### src/rtl/mips_alu_pkg.sv
// ALU control codes shared by the ALU controller, the ALU and the HI/LO unit.
package mips_alu_pkg;

   localparam int ALU_CTRL_W = 5;

   localparam logic [4:0] ALU_MULT  = 5'b00010;
   localparam logic [4:0] ALU_MFHI  = 5'b01001;
   localparam logic [4:0] ALU_MFLO  = 5'b01010;
   localparam logic [4:0] ALU_MTHI  = 5'b01011;
   localparam logic [4:0] ALU_MTLO  = 5'b01100;
   localparam logic [4:0] ALU_MULTU = 5'b10011;
   localparam logic [4:0] ALU_DIV   = 5'b10100;
   localparam logic [4:0] ALU_DIVU  = 5'b10101;

   // True for every code that touches HI/LO or the multiply/divide engine.
   function automatic logic is_hilo_code(input logic [4:0] code);
      logic hit_s;
      case (code)
         ALU_MULT, ALU_MULTU, ALU_DIV, ALU_DIVU,
         ALU_MTHI, ALU_MTLO, ALU_MFHI, ALU_MFLO: hit_s = 1'b1;
         default:                                hit_s = 1'b0;
      endcase
      return hit_s;
   endfunction

endpackage

### src/rtl/muldiv_iter_r0.sv
// muldiv_iter_r0: unsigned iterative multiply (shift-add) / divide
// (restoring shift-subtract) datapath, one bit per cycle.
// Result layout in acc: multiply -> full product; divide -> {remainder, quotient}.
module muldiv_iter_r0 #(
   parameter int WIDTH = 32,
   parameter int ITER  = WIDTH
) (
   input  logic               clk,
   input  logic               rst,
   input  logic               start,
   input  logic               is_div,
   input  logic [WIDTH-1:0]   op_a,
   input  logic [WIDTH-1:0]   op_b,
   output logic               done,
   output logic [2*WIDTH-1:0] acc
);

   localparam logic [4:0] LAST_CNT = 5'(ITER - 1);

   logic [2*WIDTH-1:0] acc_r;
   logic [WIDTH-1:0]   opb_r;
   logic [4:0]         cnt_r;
   logic               run_r;
   logic               div_r;
   logic [WIDTH:0]     add_s;
   logic [WIDTH:0]     shl_s;
   logic [WIDTH:0]     sub_s;
   logic [2*WIDTH-1:0] step_s;

   // One iteration: conditional add then shift right (multiply), or
   // shift left then trial subtract and restore (divide).
   always_comb begin
      add_s  = {1'b0, acc_r[2*WIDTH-1:WIDTH]} + {1'b0, opb_r};
      shl_s  = acc_r[2*WIDTH-1:WIDTH-1];
      sub_s  = shl_s - {1'b0, opb_r};
      step_s = acc_r;
      if (div_r) begin
         if (!sub_s[WIDTH]) begin
            step_s = {sub_s[WIDTH-1:0], acc_r[WIDTH-2:0], 1'b1};
         end else begin
            step_s = {shl_s[WIDTH-1:0], acc_r[WIDTH-2:0], 1'b0};
         end
      end else begin
         if (acc_r[0]) begin
            step_s = {add_s, acc_r[WIDTH-1:1]};
         end else begin
            step_s = {1'b0, acc_r[2*WIDTH-1:1]};
         end
      end
   end

   // Load operands on start, then step once per cycle until the last iteration.
   always_ff @(posedge clk) begin
      if (rst) begin
         acc_r <= {(2*WIDTH){1'b0}};
         opb_r <= {WIDTH{1'b0}};
         cnt_r <= 5'd0;
         run_r <= 1'b0;
         div_r <= 1'b0;
      end else if (start) begin
         acc_r <= {{WIDTH{1'b0}}, (is_div ? op_a : op_b)};
         opb_r <= is_div ? op_b : op_a;
         cnt_r <= 5'd0;
         run_r <= 1'b1;
         div_r <= is_div;
      end else if (run_r) begin
         acc_r <= step_s;
         if (cnt_r == LAST_CNT) begin
            cnt_r <= 5'd0;
            run_r <= 1'b0;
         end else begin
            cnt_r <= cnt_r + 5'd1;
         end
      end
   end

   assign done = run_r & (cnt_r == LAST_CNT);
   assign acc  = acc_r;

endmodule

### src/rtl/hilo_unit_r0.sv
// hilo_unit_r0: execute-stage multiply/divide unit owning the HI and LO
// registers; stalls HI/LO instructions while an operation is in flight.
module hilo_unit_r0 #(
   parameter int WIDTH = 32,
   parameter int ITER  = WIDTH
) (
   input  logic             clk,
   input  logic             rst,
   input  logic             valid_i,
   input  logic [4:0]       ALUCtrl_i,
   input  logic [WIDTH-1:0] rs_i,
   input  logic [WIDTH-1:0] rt_i,
   output logic             stall_o,
   output logic [WIDTH-1:0] result_o,
   output logic             result_valid_o,
   output logic [WIDTH-1:0] hi_o,
   output logic [WIDTH-1:0] lo_o,
   output logic             busy_o
);

   import mips_alu_pkg::*;

   typedef enum logic [1:0] {
      ST_IDLE = 2'd0,
      ST_MUL  = 2'd1,
      ST_DIV  = 2'd2,
      ST_FIX  = 2'd3
   } state_t;

   state_t             state_r;
   logic [WIDTH-1:0]   hi_r;
   logic [WIDTH-1:0]   lo_r;
   logic [WIDTH-1:0]   rs_keep_r;
   logic               div_r;
   logic               neg_res_r;
   logic               neg_rem_r;
   logic               div_zero_r;

   logic               hilo_s;
   logic               busy_s;
   logic               accept_s;
   logic               start_s;
   logic               start_div_s;
   logic               signed_s;
   logic [WIDTH-1:0]   mag_a_s;
   logic [WIDTH-1:0]   mag_b_s;
   logic               done_s;
   logic [2*WIDTH-1:0] acc_s;
   logic [2*WIDTH-1:0] prod_fix_s;
   logic [WIDTH-1:0]   quot_fix_s;
   logic [WIDTH-1:0]   rem_fix_s;

   // Decode the code, derive stall/accept and the operand magnitudes.
   always_comb begin
      hilo_s      = is_hilo_code(ALUCtrl_i);
      busy_s      = (state_r != ST_IDLE);
      accept_s    = valid_i & hilo_s & ~busy_s;
      start_s     = 1'b0;
      start_div_s = 1'b0;
      signed_s    = 1'b0;
      if (accept_s) begin
         case (ALUCtrl_i)
            ALU_MULT:  begin start_s = 1'b1; signed_s = 1'b1; end
            ALU_MULTU: begin start_s = 1'b1; end
            ALU_DIV:   begin start_s = 1'b1; start_div_s = 1'b1; signed_s = 1'b1; end
            ALU_DIVU:  begin start_s = 1'b1; start_div_s = 1'b1; end
            default:   begin start_s = 1'b0; end
         endcase
      end else begin
         start_s = 1'b0;
      end
      mag_a_s = (signed_s && rs_i[WIDTH-1]) ? -rs_i : rs_i;
      mag_b_s = (signed_s && rt_i[WIDTH-1]) ? -rt_i : rt_i;
   end

   assign busy_o  = busy_s;
   assign stall_o = busy_s & valid_i & hilo_s;
   assign hi_o    = hi_r;
   assign lo_o    = lo_r;

   muldiv_iter_r0 #(
      .WIDTH (WIDTH),
      .ITER  (ITER)
   ) u_iter (
      .clk    (clk),
      .rst    (rst),
      .start  (start_s),
      .is_div (start_div_s),
      .op_a   (mag_a_s),
      .op_b   (mag_b_s),
      .done   (done_s),
      .acc    (acc_s)
   );

   // Sign fix-up of the unsigned engine result; divide-by-zero overrides.
   always_comb begin
      prod_fix_s = neg_res_r ? -acc_s : acc_s;
      if (div_zero_r) begin
         quot_fix_s = {WIDTH{1'b1}};
         rem_fix_s  = rs_keep_r;
      end else begin
         quot_fix_s = neg_res_r ? -acc_s[WIDTH-1:0] : acc_s[WIDTH-1:0];
         rem_fix_s  = neg_rem_r ? -acc_s[2*WIDTH-1:WIDTH] : acc_s[2*WIDTH-1:WIDTH];
      end
   end

   // MFHI/MFLO read data, valid only in the accepting cycle.
   always_comb begin
      result_valid_o = 1'b0;
      result_o       = {WIDTH{1'b0}};
      if (accept_s && !rst) begin
         case (ALUCtrl_i)
            ALU_MFHI: begin result_valid_o = 1'b1; result_o = hi_r; end
            ALU_MFLO: begin result_valid_o = 1'b1; result_o = lo_r; end
            default:  begin result_valid_o = 1'b0; result_o = {WIDTH{1'b0}}; end
         endcase
      end else begin
         result_valid_o = 1'b0;
         result_o       = {WIDTH{1'b0}};
      end
   end

   // Control FSM plus HI/LO registers: accept, iterate, fix up, write back.
   always_ff @(posedge clk) begin
      if (rst) begin
         state_r    <= ST_IDLE;
         hi_r       <= {WIDTH{1'b0}};
         lo_r       <= {WIDTH{1'b0}};
         rs_keep_r  <= {WIDTH{1'b0}};
         div_r      <= 1'b0;
         neg_res_r  <= 1'b0;
         neg_rem_r  <= 1'b0;
         div_zero_r <= 1'b0;
      end else begin
         case (state_r)
            ST_IDLE: begin
               if (start_s) begin
                  state_r    <= start_div_s ? ST_DIV : ST_MUL;
                  div_r      <= start_div_s;
                  neg_res_r  <= signed_s & (rs_i[WIDTH-1] ^ rt_i[WIDTH-1]);
                  neg_rem_r  <= signed_s & rs_i[WIDTH-1];
                  div_zero_r <= (rt_i == {WIDTH{1'b0}});
                  rs_keep_r  <= rs_i;
               end else if (accept_s && (ALUCtrl_i == ALU_MTHI)) begin
                  hi_r <= rs_i;
               end else if (accept_s && (ALUCtrl_i == ALU_MTLO)) begin
                  lo_r <= rs_i;
               end
            end
            ST_MUL, ST_DIV: begin
               if (done_s) begin
                  state_r <= ST_FIX;
               end
            end
            ST_FIX: begin
               if (div_r) begin
                  hi_r <= rem_fix_s;
                  lo_r <= quot_fix_s;
               end else begin
                  hi_r <= prod_fix_s[2*WIDTH-1:WIDTH];
                  lo_r <= prod_fix_s[WIDTH-1:0];
               end
               state_r <= ST_IDLE;
            end
            default: begin
               state_r <= ST_IDLE;
            end
         endcase
      end
   end

endmodule

### config.mk
export PLATFORM = sky130hd
export DESIGN_NAME = hilo_unit_r0
export DESIGN_NICKNAME = d
export VERILOG_FILES = /design/src/rtl/mips_alu_pkg.sv /design/src/rtl/muldiv_iter_r0.sv /design/src/rtl/hilo_unit_r0.sv
export SDC_FILE = /design/constraint.sdc
export NUM_CORES = 1
export LEC_CHECK = 0
export CAP_MARGIN = 20
export CORE_MARGIN = 3
export CORE_UTILIZATION = 45
export CTS_CLUSTER_SIZE = 16
export DETAILED_ROUTE_END_ITERATION = 7
export DONT_BUFFER_PORTS = 1
export SYNTH_ARGS = -nofsm -noshare
export SYNTH_HDL_FRONTEND = slang
export SYNTH_SLANG_ARGS = --single-unit
### constraint.sdc
create_clock -name clk -period 9.57 [get_ports clk]
set_clock_uncertainty 0.05 [all_clocks]
set_input_delay 1.914 -clock clk [delete_from_list [all_inputs] [get_ports clk]]
set_output_delay 1.914 -clock clk [all_outputs]
set_load 0.02 [all_outputs]
==> metrics <==
outcome complete, no violations; yosys warns 0; count of cell types in the netlist 84; sequential fraction of the synthesis area 0.232; ANT nets after route 0; Rows 71; total power 2.85 mW; Post-Syn Area per Cell 7.11 µm²; flop-to-flop setup slack 4.93 ns; Initial DRT Pass Iterations 6; worst-case reg-to-reg path depth 12; CP Data Required Time 7.61 ns; Antenna diodes 0; utilization after layout 0.490; CTS buffer count 24; Skew-Pair Late Insertion Delay 0.55 ns; Post-synth ARST share 0; HP Class flop to flop; Core Area 38,200 µm²; DRC viols 0; CTS root buf clkbuf_16; Reg clk slew, reported paths 0.06 ns; power density over the cells 152 nW/µm²; Vias/cell 6.71; shortest period the worst path allows 6.10 ns; end of the worst hold path rs_keep_r[11]$_SDFFE_PP0P_; reg-to-reg endpoint u_iter.acc[61]$_SDFFE_PP0P_; clock buffer depth 3; filler instances 3,893; startpoint of the worst hold path rs_keep_r[11]$_SDFFE_PP0P_; Clk network pwr share 0.353; LEAKAGE 6.52 nW; GRT overflow 0; worst-margin pin slew 1.03 ns; I/O Buffers 0; Setup WS pre-CTS 3.48 ns; syn_nets 2,631; Total GRT Usage 0.327; CTS H-tree lvls 1; Seq cells post-synth 205; post_cts resized 0; Die W 204 µm; vias in the first global route 17,475; Comb power frac 0.310; Hold Buf Count CTS 0; Setup violations, final 0; first-pass GRT wire length 108,000 µm; fin. max-slew vios 0; critical path class primary input to primary output; CP Capture Type primary output; RR Startpoint u_iter.acc[32]$_SDFFE_PP0P_; pin count of the biggest net entering global routing 176; setup total negative slack 0 ns; Worst Slack Setup Final 3.47 ns; final period utilization 0.638; Die Y 204 µm; WL per Instance 24.8 µm; Setup Buffers After CTS 0; Max Fclk 0.164 GHz; final hold viol count 0; CTS tree done; Synth Flop Type dfxtp_1; layout overhead on the synthesized area 5.78%; Slew Limit Headroom 0.311; Arrival @ worst endpoint 4.14 ns; Sw Ratio 0.370; internal power 1.79 mW; Sink Count 205; sequential share of power 0.337; layout cells sized above 1 0.0589; routability cong. 1.01; IO Count 171; initial antenna violation count 0; Setup crit start kind primary input; worst vdd ir 142 µV; DP HPWL 53,000 µm; Post-synth EDFFs 0; synthesized area 17,700 µm²; WHS Path Cells 2; Synth Instances 2,485; drt initial violations 2,403; initial core utilization 0.463; Max Cap Viol 0; CP max FO 33; nets 2,488; Detailed Route WL 71,200 µm; Net Sw Power 1.05 mW; Die Area 41,700 µm²; unrepaired setup endpoints after global routing false; via count 19,262
## metal layers
metal	vias to the layer above	global-route usage	routed length (µm)
met5	-	0	0
met2	1013	0.500	31200
met3	178	0.0492	6550
li1	8824	-	-
met1	9247	0.466	30400
met4	0	0.119	3050
## critical path, cell delays in order
cell,delay [ns]
nand3b_1,0.29
o221ai_1,0.29
nand3_1,0.47
or2_2,0.73
nor2_1,0.43
## power groups by stage
stage	registers [mW]	clock network [mW]	logic, mW
2_1_floorplan	0.944	0	0.676
3_3_place_gp	0.976	0	0.848
3_5_place_dp	0.978	0	0.859
4_1_cts	0.959	1.01	0.863
5_1_grt	0.965	1.04	0.960
6_report	0.961	1.00	0.883
## per-stage QoR
| step | hold slack [ns] | area, µm² | instances |
|---|---|---|---|
| 2_1_floorplan | 0.381 | 17700 | 2485 |
| 3_3_place_gp | 0.385 | 17800 | 2823 |
| 3_5_place_dp | 0.393 | 17800 | 2824 |
| 4_1_cts | 0.401 | 18700 | 2868 |
| 5_1_grt | 0.410 | 18700 | 2871 |
| 6_report | 0.405 | 18700 | 2871 |
## kinds of logic (layout without fill, tap and decap cells)
family | after synthesis | after routing | synth area share
muxes | 56 | 56 | 0.0322
adders and majority gates | 74 | 74 | 0.0532
buffers and inverters | 284 | 159 | 0.0631
DFF | 205 | 205 | 0.232
AOI/OAI and AO/OA | 824 | 824 | 0.302
xor gates and xnor gates | 166 | 166 | 0.0827
and+or+nand+nor | 876 | 876 | 0.235
## cell type report
type,count,area (µm²),area share
Timing Repair Buffer,39,318,0.0170
Sequential cell,205,4110,0.220
Tap cell,511,639,0.0342
Multi-Input combinational cell,1996,12500,0.669
Clock buffer,27,643,0.0344
Inverter,76,285,0.0153
Clock inverter,17,198,0.0106
## sequential cells by signal (all words and copies together), names as in the netlist
| name | cells |
|---|---|
| div_r | 1 |
| rs_keep_r | 32 |
| u_iter.div_r | 1 |
| hi_o | 32 |
| u_iter.run_r | 1 |
| neg_res_r | 1 |
| neg_rem_r | 1 |
| u_iter.acc | 64 |
| lo_o | 32 |
| u_iter.cnt_r | 5 |
| div_zero_r | 1 |
| u_iter.opb_r | 32 |
| state_r | 2 |
## cell usage in the layout (no fill, tap or decap), types with 32 or more instances in the layout
cell / n
xnor2_1: 123
o21ai_0: 138
o31ai_1: 32
nor3_1: 82
nand2_1: 284
a22oi_1: 44
ha_1: 71
a211oi_1: 43
nor2_1: 256
o211ai_1: 47
dfxtp_1: 202
nand3_1: 33
mux2i_1: 49
xor2_1: 42
inv_1: 75
o221ai_1: 41
buf_4: 36
a21oi_1: 274
## how the worst max path moves through the flow
stage / endpoint / from / depth (start not counted)
2_1_floorplan: result_o[10] / ALUCtrl_i[4] / 10
3_3_place_gp: result_o[4] / ALUCtrl_i[4] / 6
3_5_place_dp: result_o[4] / ALUCtrl_i[4] / 5
4_1_cts: result_o[4] / ALUCtrl_i[4] / 5
5_1_grt: result_o[4] / ALUCtrl_i[4] / 6
6_report: result_o[4] / ALUCtrl_i[4] / 5
## Yosys cell counts (16+ instances only)
cell | n | area, µm²
clkbuf_1 | 180 | 676
nor3_1 | 83 | 415
ha_1 | 72 | 901
or3_1 | 29 | 181
nand2b_1 | 24 | 150
and3_1 | 18 | 113
xor2_1 | 42 | 368
o221ai_1 | 41 | 359
a31oi_1 | 29 | 181
o22ai_1 | 17 | 106
inv_1 | 75 | 282
nor4_1 | 26 | 163
mux2i_1 | 49 | 490
nor2_1 | 257 | 965
a22oi_1 | 44 | 330
a221oi_1 | 26 | 228
a21oi_1 | 274 | 1370
dfxtp_1 | 205 | 4100
a211oi_1 | 43 | 323
o21ai_0 | 138 | 691
nand4_1 | 22 | 138
o211ai_1 | 47 | 353
o21a_1 | 16 | 120
nand3_1 | 33 | 165
nand2_1 | 284 | 1070
or4_1 | 19 | 143
xnor2_1 | 123 | 1080
o31ai_1 | 33 | 248
(Power assumes the default switching activity.)
